<file path="src/rtl/async_fifo_pkg.sv">
// async_fifo_pkg
// Shared helpers for the asynchronous FIFO pointer controllers.
//   bin2gray / gray2bin : width-agnostic code converters. Each takes a value
//                         zero-extended to GRAY_MAX_W bits plus its real width.
//                         Bits above the given width are returned as zero.
//   FULL_MSB_INV        : mask applied to the two MSBs of the synchronized read
//                         pointer before comparing it with the write pointer
//                         for the full test.
package async_fifo_pkg;

    localparam int GRAY_MAX_W = 32;

    // In Gray code, a write pointer exactly one lap ahead of the read pointer
    // differs from it only in the two top bits.
    localparam logic [1:0] FULL_MSB_INV = 2'b11;

    function automatic logic [GRAY_MAX_W-1:0] width_mask(input int width);
        logic [GRAY_MAX_W-1:0] m;
        if (width >= GRAY_MAX_W) m = '1;
        else                     m = (GRAY_MAX_W'(1) << width) - GRAY_MAX_W'(1);
        return m;
    endfunction

    function automatic logic [GRAY_MAX_W-1:0] bin2gray(
        input logic [GRAY_MAX_W-1:0] bin,
        input int                    width
    );
        logic [GRAY_MAX_W-1:0] b;
        b = bin & width_mask(width);
        return b ^ (b >> 1);
    endfunction

    // Each binary bit is the XOR of its own Gray bit and all Gray bits above it.
    function automatic logic [GRAY_MAX_W-1:0] gray2bin(
        input logic [GRAY_MAX_W-1:0] gray,
        input int                    width
    );
        logic [GRAY_MAX_W-1:0] g;
        logic [GRAY_MAX_W-1:0] b;
        g = gray & width_mask(width);
        b = g;
        for (int i = 1; i < GRAY_MAX_W; i++) begin
            b = b ^ (g >> i);
        end
        return b;
    endfunction

endpackage

</file>
<file path="src/rtl/wptr_full_ctrl_gray2bin_conv.sv">
// gray2bin_conv
// Combinational Gray-to-binary converter (XOR prefix from the MSB down).
// Ports:
//   i_gray [W-1:0] : Gray-coded input
//   o_bin  [W-1:0] : binary equivalent
module gray2bin_conv
    import async_fifo_pkg::*;
#(
    parameter int W = 5
) (
    input  logic [W-1:0] i_gray,
    output logic [W-1:0] o_bin
);

    assign o_bin = W'(gray2bin(GRAY_MAX_W'(i_gray), W));

endmodule

</file>
<file path="src/rtl/wptr_full_ctrl.sv">
// wptr_full_ctrl
// Write-side pointer and full-flag controller of the asynchronous FIFO. It owns
// the binary/Gray write pointer and derives full, almost-full, fill level,
// accepted-write count and overflow against the read pointer that has already
// been synchronized into wclk.
// Ports:
//   wclk, hw_rst_n  : write clock, asynchronous active-low reset
//   sw_rst          : synchronous soft reset (honored for SOFT_RESET = 2 or 3)
//   winc            : write request
//   wq2_rptr        : synchronized read pointer, Gray, ADDRESS_WIDTH+1 bits
//   afull_val       : almost-full margin in entries
//   wen, waddr      : memory write enable (combinational) and write address
//   wptr            : Gray write pointer toward the read-domain synchronizer
//   wrfull          : FIFO full
//   wr_almost_full  : fill level >= DEPTH - afull_val
//   wr_level        : fill level 0..DEPTH
//   wr_count        : accepted writes, wraps modulo 2**(ADDRESS_WIDTH+1)
//   wr_overflow     : write attempted while full (pulse, or sticky)
module wptr_full_ctrl
    import async_fifo_pkg::*;
#(
    parameter int ADDRESS_WIDTH = 4,
    parameter int DEPTH         = 16,
    parameter int SOFT_RESET    = 0,
    parameter int STICKY_ERROR  = 0
) (
    input  logic                     wclk,
    input  logic                     hw_rst_n,
    input  logic                     sw_rst,
    input  logic                     winc,
    input  logic [ADDRESS_WIDTH:0]   wq2_rptr,
    input  logic [ADDRESS_WIDTH-1:0] afull_val,
    output logic                     wen,
    output logic [ADDRESS_WIDTH-1:0] waddr,
    output logic [ADDRESS_WIDTH:0]   wptr,
    output logic                     wrfull,
    output logic                     wr_almost_full,
    output logic [ADDRESS_WIDTH:0]   wr_level,
    output logic [ADDRESS_WIDTH:0]   wr_count,
    output logic                     wr_overflow
);

    localparam int AW = ADDRESS_WIDTH;
    localparam int PW = ADDRESS_WIDTH + 1;

    localparam bit SW_RST_EN = (SOFT_RESET == 2) || (SOFT_RESET == 3);
    localparam bit STICKY    = (STICKY_ERROR == 1);

    logic [AW:0] r_wbin;
    logic [AW:0] r_wptr;
    logic [AW:0] r_wr_count;
    logic [AW:0] r_wr_level;
    logic        r_wrfull;
    logic        r_wr_almost_full;
    logic        r_wr_overflow;

    logic        w_accept;
    logic        w_sw_clr;
    logic        w_ovf_evt;
    logic [AW:0] w_wbin_nxt;
    logic [AW:0] w_wgray_nxt;
    logic [AW:0] w_rptr_full_cmp;
    logic        w_full_val;
    logic [AW:0] w_rbin_s;
    logic [AW:0] w_level_nxt;
    logic [AW+1:0] w_afull_thr;
    logic        w_afull_nxt;

    assign w_accept  = winc & ~r_wrfull;
    assign w_sw_clr  = sw_rst & SW_RST_EN;
    assign w_ovf_evt = winc & r_wrfull;

    assign w_wbin_nxt  = r_wbin + {{AW{1'b0}}, w_accept};
    assign w_wgray_nxt = PW'(bin2gray(GRAY_MAX_W'(w_wbin_nxt), PW));

    assign w_rptr_full_cmp = {wq2_rptr[AW:AW-1] ^ FULL_MSB_INV, wq2_rptr[AW-2:0]};
    assign w_full_val      = (w_wgray_nxt == w_rptr_full_cmp);

    gray2bin_conv #(
        .W (PW)
    ) u_rptr_conv (
        .i_gray (wq2_rptr),
        .o_bin  (w_rbin_s)
    );

    // Unsigned modular difference is the true fill level because the write
    // pointer never runs more than DEPTH ahead of the read pointer.
    assign w_level_nxt = w_wbin_nxt - w_rbin_s;

    // One extra bit so a zero margin gives a threshold of exactly DEPTH.
    assign w_afull_thr = (AW+2)'(DEPTH) - {2'b00, afull_val};
    assign w_afull_nxt = ({1'b0, w_level_nxt} >= w_afull_thr);

    always_ff @(posedge wclk or negedge hw_rst_n) begin
        if (!hw_rst_n) begin
            r_wbin           <= '0;
            r_wptr           <= '0;
            r_wr_count       <= '0;
            r_wr_level       <= '0;
            r_wrfull         <= 1'b0;
            r_wr_almost_full <= 1'b0;
            r_wr_overflow    <= 1'b0;
        end else if (w_sw_clr) begin
            // A write presented with the soft reset is dropped.
            r_wbin           <= '0;
            r_wptr           <= '0;
            r_wr_count       <= '0;
            r_wr_level       <= '0;
            r_wrfull         <= 1'b0;
            r_wr_almost_full <= 1'b0;
            r_wr_overflow    <= STICKY ? r_wr_overflow : 1'b0;
        end else begin
            r_wbin           <= w_wbin_nxt;
            r_wptr           <= w_wgray_nxt;
            r_wr_count       <= r_wr_count + {{AW{1'b0}}, w_accept};
            r_wr_level       <= w_level_nxt;
            r_wrfull         <= w_full_val;
            r_wr_almost_full <= w_afull_nxt;
            r_wr_overflow    <= STICKY ? (r_wr_overflow | w_ovf_evt) : w_ovf_evt;
        end
    end

    assign wen            = w_accept;
    assign waddr          = r_wbin[AW-1:0];
    assign wptr           = r_wptr;
    assign wrfull         = r_wrfull;
    assign wr_almost_full = r_wr_almost_full;
    assign wr_level       = r_wr_level;
    assign wr_count       = r_wr_count;
    assign wr_overflow    = r_wr_overflow;

endmodule

</file>
<file path="config.mk">
export PLATFORM = sky130hd
export DESIGN_NAME = wptr_full_ctrl
export DESIGN_NICKNAME = d
export VERILOG_FILES = /design/src/rtl/async_fifo_pkg.sv /design/src/rtl/wptr_full_ctrl_gray2bin_conv.sv /design/src/rtl/wptr_full_ctrl.sv
export SDC_FILE = /design/constraint.sdc
export NUM_CORES = 1
export LEC_CHECK = 0
export ABC_AREA = 1
export BUFFER_PORTS_ARGS = -buffer_cell sky130_fd_sc_hd__buf_2
export CAP_MARGIN = 20
export CORE_AREA = 4 4 66 53
export DETAILED_ROUTE_END_ITERATION = 10
export DIE_AREA = 0 0 70 57
export PLACE_DENSITY_LB_ADDON = 0.15
export SETUP_SLACK_MARGIN = 0.05
export SYNTH_ARGS = -nofsm -noshare
export SYNTH_HDL_FRONTEND = slang
export SYNTH_SLANG_ARGS = --single-unit
</file>
<file path="constraint.sdc">
create_clock -name wclk -period 3.1 [get_ports wclk]
set_clock_uncertainty 0.1 [all_clocks]
set_input_delay 0.155 -clock wclk [delete_from_list [all_inputs] [get_ports wclk]]
set_output_delay 0.155 -clock wclk [all_outputs]
set_load 0.01 [all_outputs]
</file>
# --- Word level (Yosys, flattened, before mapping) ---
# Cells that the tools add are included.
op_classes:
  add_sub_neg: 4
  n_lt_le_gt_ge: 1
  n_eq_ne: 1
  bitwise_logic: 9
ops:
  columns: ["op", "count"]
  rows:
  - ["adder 5 x 1 -> 5 bit", 2]
  - ["bitwise XOR 5 x 4 -> 5 bit", 2]
  - [">= comparator 5 x 6 -> 1 bit", 1]
  - ["subtractor 5 x 4 -> 6 bit, first input constant", 1]
  - ["== test 5 bit", 1]
  - ["subtractor 5 bit", 1]
  - ["bitwise XOR 5 x 1 -> 5 bit", 1]
  - ["bitwise XOR 5 x 2 -> 5 bit", 1]
  - ["bitwise XOR 5 x 3 -> 5 bit", 1]
  - ["AND 1 bit", 2]
  - ["inverter 2 bit", 1]
  - ["inverter 1 bit", 1]
word_totals:
  ff_bits: 23
  out_inout_bits: 23

# --- Logic depth before layout (Yosys ltp) ---
depth:
  ltp_word: 6
  depth_mapped: 19
  ltp_nobuf: 19

# --- Cells and area by module ---
# A second synthesis with hierarchy kept.
hier_totals:
  cells_unflattened: 167
  area_unflattened_um2: 1371.3
by_module_without_submodules:
  columns: ["module", "instances", "cells_per_inst", "area_each_um2", "seq_area_each_um2"]
  rows:
  - ["wptr_full_ctrl", 1, 141, 1255.0, 550.5]
  - ["gray2bin_conv", 1, 26, 116.4, 0.0]

# --- Worst setup path after synthesis ---
# No wires, ideal clock.
synth_path:
  path_type: "reg-to-reg"
  start: "reg r_wrfull, in the netlist wrfull"
  end: "reg r_wr_almost_full, in the netlist wr_almost_full"
  t_arrival_ns: 2.534
  path_slack_ns: 0.343
  path_stages_with_launch: 18
  path_buffers: 0
  cell_sequence: "dfrtp_1 -> nor2_1 -> ha_1 -> ha_1 -> nand2_1 -> nand2_2 -> inv_2 -> ha_1 -> nand3_1 -> nand2_1 -> inv_1 -> nand2_1 -> nand2_1 -> nand2_1 -> ha_1 -> a21boi_0 -> o21ai_0 -> nand2_1"
synth_between:
  elab_chain_cells: 5
synth_lines:
  columns: ["item", "line_no", "rtl"]
  rows:
  - ["start, declared", "wptr_full_ctrl.sv:53", "logic r_wrfull;"]
  - ["start signal, assigned", "wptr_full_ctrl.sv:117", "r_wrfull <= w_full_val;"]
  - ["inverter 1 bit", "wptr_full_ctrl.sv:69", "assign w_accept = winc & ~r_wrfull;"]
  - ["AND 1 bit", "wptr_full_ctrl.sv:69", null]
  - ["via wen", "wptr_full_ctrl.sv:33", "output logic wen,"]
  - ["adder 5 x 1 -> 5 bit", "wptr_full_ctrl.sv:73", "assign w_wbin_nxt = r_wbin + {{AW{1'b0}}, w_accept};"]
  - ["via w_wbin_nxt[2]", "wptr_full_ctrl.sv:60", "logic [AW:0] w_wbin_nxt;"]
  - ["subtractor 5 bit", "wptr_full_ctrl.sv:88", "assign w_level_nxt = w_wbin_nxt - w_rbin_s;"]
  - ["via w_level_nxt[3]", "wptr_full_ctrl.sv:65", "logic [AW:0] w_level_nxt;"]
  - [">= comparator 5 x 6 -> 1 bit", "wptr_full_ctrl.sv:92", "assign w_afull_nxt = ({1'b0, w_level_nxt} >= w_afull_thr);"]
  - ["via w_afull_nxt", "wptr_full_ctrl.sv:67", "logic w_afull_nxt;"]
  - ["end signal, assigned", "wptr_full_ctrl.sv:118", "r_wr_almost_full <= w_afull_nxt;"]
  - ["end, declared", "wptr_full_ctrl.sv:54", "logic r_wr_almost_full;"]
# The timed path passes the listed nets, and every way through them passes these cells.

# --- Final worst setup path ---
layout_path:
  start: "in winc"
  end: "reg r_wr_almost_full, in the netlist wr_almost_full"
layout_between:
  elab_chain_cells: 4
layout_lines:
  columns: ["item", "line_no", "rtl"]
  rows:
  - ["start, declared", "wptr_full_ctrl.sv:30", "input logic winc,"]
  - ["AND 1 bit", "wptr_full_ctrl.sv:69", null]
  - ["adder 5 x 1 -> 5 bit", "wptr_full_ctrl.sv:73", null]
  - ["subtractor 5 bit", "wptr_full_ctrl.sv:88", null]
  - ["via w_level_nxt[2]", "wptr_full_ctrl.sv:65", null]
  - [">= comparator 5 x 6 -> 1 bit", "wptr_full_ctrl.sv:92", null]
  - ["via w_afull_nxt", "wptr_full_ctrl.sv:67", null]
# The timed path passes the listed nets, and every way through them passes these cells.

==> implementation parameters <==
Parameter                              Value

STA
  Achievable Freq ... 356 MHz
  Share of the cycle needed by the critical path after routing ... 0.907
  Setup violators final ... 0
  Setup repair after global routing missed its margin ... false
  Transition time at the pin with the least slew margin ... 0.464 ns
  Count of pins over their slew limit ... 0
  Final Critical Period ... 2.81 ns
  Max_slew headroom ... 0.690
  Setup tns final ... 0 ns
  Number of failing hold endpoints at the final stage ... 0

Power and ir drop
  Power density over the cells ... 1090 mW/mm^2
  Total leakage power ... 0.990 nW
  Worst VDD drop ... 0.000452 V

Place
  Global placer's final weighted congestion ... 0.807
  Placed standard-cell area ... about 0.0016 sq mm
  Buffers added on ports ... 34
  Detailed placement HPWL ... 2.15 mm

GRT
  Global-route met2 utilization ... 0.231
  Fraction of met1 tracks used by global routing ... 0.164
  Busiest layer in global routing ... met2
  Met3 track utilization from global routing ... 0.0264
  Number of global-route vias before repair ... about 1000
  Pin count of the biggest net entering global routing ... 23
  Number of antenna violations at the first check in global routing ... 0
  Global-route usage over all layers ... 0.135
  Overall overflow remaining after global route ... 0
  Wire length of the first global-routing pass ... 4.30 mm

Floorplan
  Std-Cell Core Area ... roughly 0.0029 sq mm
  Row count ... 17
  I/O pin cnt ... 36
  Die Span X ... 70 um
  Die height ... around 57 um
  Initial standard-cell utilization of the core ... 0.475
  Die ar. ... 0.00399 sq mm

CTS
  Number of H-tree levels ... 1
  Clock transition at the registers of the reported paths ... 0.07 ns
  Sink count of the clock tree ... 22
  Maximum root-to-sink buffer count ... 2
  Clock root buffer ... sky130_fd_sc_hd__clkbuf_8
  Clock latency reported for the late side of the worst-skew pair ... around 0.26 ns
  Clock tree from TritonCTS ... built
  CTS Buf Count ... 3
  Post CTS Setup Buffer Count ... 0

Yosys
  Area share of the leading cell type in the synthesized netlist ... 0.407
  Avg Cell Area, Syn ... 8.15 sq um
  Unique masters post-synth ... 17
  Share of flip-flops with an asynchronous set or reset after synthesis ... 1.00
  Fraction of the yosys area taken by sequential cells ... 0.407
  Syn_nets ... between 150 and 200
  Top-count cell post-synth ... sky130_fd_sc_hd__nand2_1
  Largest area contributor in the netlist ... sky130_fd_sc_hd__dfrtp_1
  Syn Inst Count ... 166
  Leading register cell type out of synthesis ... sky130_fd_sc_hd__dfrtp_1
  Commonest cells post-synth ... sky130_fd_sc_hd__nand2_1, sky130_fd_sc_hd__inv_1, sky130_fd_sc_hd__dfrtp_1
  Count of yosys warnings during synthesis ... 0
  Summed instance area of the synthesized netlist ... ~0.0014 sq mm
  EDFF count, synth ... 0
  Area contributors post-synth ... sky130_fd_sc_hd__dfrtp_1, sky130_fd_sc_hd__ha_1, sky130_fd_sc_hd__nand2_1
  Yosys reg bits ... 22

Routing
  Via density ... 4.53
  Routed wire length per instance ... ~11 um
  Number of remaining DRC errors ... 0
  Total detailed-routing wirelength ... 2.57 mm
  Vias ... 1105
  Post-route ant nets ... 0
  Initial DRT Pass Iterations ... 4
  Initial DRC Count ... 40

Status
  Outcome ... finished, final reports clean

Finish
  Layout fillers ... around 260
  Area of all placed cells without fillers ... 0.00168 sq mm
  Synthesis-to-finish area growth ... 24.1%
  Final design utilization ... 0.589
  Fraction of final layout cells with drive strength greater than 1 ... 0.252
  Sequential cell area ... 551 sq um
  Diode insertion count for antenna repair ... 0
  Area used by multi-input combinational logic ... roughly 690 sq um
  Fin nets ... 235

Hold path
  Worst min-delay path category ... primary input to flop

Worst setup path
  Crit path DAT ... 2.86 ns
  Crit start category ... primary input
  Worst endpoint required time ... 3.15 ns
  Critical path capture point type ... flop
  Crit path kind ... primary input to flop
  Maximum fanout count along the critical path ... 4

Flow run
  Max-cap violations ... 0
-- worst paths after layout --
check	from	to	slack (ns)	cells after the start
worst max-delay path	winc	wr_almost_full$_DFF_PN0_	0.29	19
min in group asynchronous	hw_rst_n	r_wbin[4]$_DFF_PN0_	0.28	2
worst min register to register	wr_count[4]$_DFF_PN0_	wr_count[4]$_DFF_PN0_	0.37	1
worst min-delay path	wq2_rptr[3]	wrfull$_DFF_PN0_	0.13	4
worst max register to register	wrfull$_DFF_PN0_	wr_almost_full$_DFF_PN0_	0.46	16
max in group asynchronous	hw_rst_n	wr_count[1]$_DFF_PN0_	2.31	2
-- layout make-up --
| class | count | area share |
|---|---|---|
| Clock buffer | 3 | 0.0246 |
| Inverter | 34 | 0.0760 |
| Multi-Input combinational cell | 110 | 0.412 |
| Tap cell | 38 | 0.0283 |
| Timing Repair Buffer | 36 | 0.113 |
| Clock inverter | 1 | 0.0179 |
| Sequential cell | 22 | 0.328 |
-- layout by cell type, fill, tap and decap left out --
cell type / synthesis / final
sky130_fd_sc_hd__a21boi_0: 2 / 2
sky130_fd_sc_hd__a21oi_1: 1 / 1
sky130_fd_sc_hd__buf_2: 0 / 34
sky130_fd_sc_hd__bufinv_16: 0 / 1
sky130_fd_sc_hd__clkbuf_8: 0 / 3
sky130_fd_sc_hd__dfrtp_1: 22 / 22
sky130_fd_sc_hd__dlygate4sd3_1: 0 / 2
sky130_fd_sc_hd__ha_1: 15 / 13
sky130_fd_sc_hd__ha_2: 0 / 1
sky130_fd_sc_hd__ha_4: 0 / 1
sky130_fd_sc_hd__inv_1: 33 / 33
sky130_fd_sc_hd__inv_2: 1 / 1
sky130_fd_sc_hd__nand2_1: 50 / 50
sky130_fd_sc_hd__nand2_2: 7 / 7
sky130_fd_sc_hd__nand3_1: 18 / 18
sky130_fd_sc_hd__nand3_2: 1 / 1
sky130_fd_sc_hd__nand4_1: 1 / 1
sky130_fd_sc_hd__nor2_1: 2 / 1
sky130_fd_sc_hd__nor2_2: 0 / 1
sky130_fd_sc_hd__o21ai_1: 0 / 2
sky130_fd_sc_hd__xnor2_1: 3 / 3
sky130_fd_sc_hd__xnor2_2: 1 / 1
sky130_fd_sc_hd__xor2_1: 6 / 6
sky130_fd_sc_hd__xor2_2: 1 / 1
-- cell families after synthesis --
group	after synthesis	share of synthesized area
simple gates	79	0.255
flops	22	0.407
compound gates	5	0.0222
buf+inv	34	0.0944
xor+xnor	11	0.0823
fa+ha+maj	15	0.139
-- worst max-delay path, stage by stage --
cell and delay [ns]:
sky130_fd_sc_hd__dlygate4sd3_1 0.53, sky130_fd_sc_hd__buf_2 0.13, sky130_fd_sc_hd__inv_1 0.06, sky130_fd_sc_hd__nor2_2 0.05
sky130_fd_sc_hd__ha_1 0.18, sky130_fd_sc_hd__ha_2 0.36, sky130_fd_sc_hd__inv_1 0.07, sky130_fd_sc_hd__nand3_1 0.09
sky130_fd_sc_hd__nand2_1 0.08, sky130_fd_sc_hd__ha_1 0.20, sky130_fd_sc_hd__inv_1 0.06, sky130_fd_sc_hd__nand2_2 0.07
sky130_fd_sc_hd__xnor2_1 0.13, sky130_fd_sc_hd__inv_1 0.07, sky130_fd_sc_hd__ha_1 0.28, sky130_fd_sc_hd__o21ai_1 0.08
sky130_fd_sc_hd__a21boi_0 0.10, sky130_fd_sc_hd__o21ai_1 0.12, sky130_fd_sc_hd__nand2_1 0.06
-- flip-flops by register name, indices dropped and copies added, names as in the netlist --
register and cells:
r_wbin 5, wr_overflow 1, wr_count 5, wptr 4
wr_almost_full 1, wr_level 5, wrfull 1
-- repair_timing --
item,in CTS,in global routing
gates resized for setup,0,5
hold buffers,2,0
setup endpoints to repair,0,1
hold endpoints to repair,23,0
-- metrics by stage --
stage          hold slack (ns)  power (mW)  setup WS, ns  cells
2_1_floorplan           -0.241        1.23         0.343    166
4_1_cts                  0.119        1.82         0.134    244
3_3_place_gp            0.0310        1.51         0.325    238
5_1_grt                  0.149        2.04        0.0714    244
6_report                 0.128        1.82         0.288    244
3_5_place_dp            0.0387        1.54         0.258    238
-- where the power goes --
part | leakage, nW | internal [mW] | switching, mW
clock network | 0.0357 | 0.172 | 0.0876
logic | 0.691 | 0.433 | 0.610
registers | 0.263 | 0.433 | 0.0868
-- routing by layer --
metal,up-vias,share of wire
met4,0,0.018
li1,587,-
met3,4,0.060
met5,-,0
met2,27,0.47
met1,487,0.45
No activity file was read; power rests on OpenSTA's default activity.
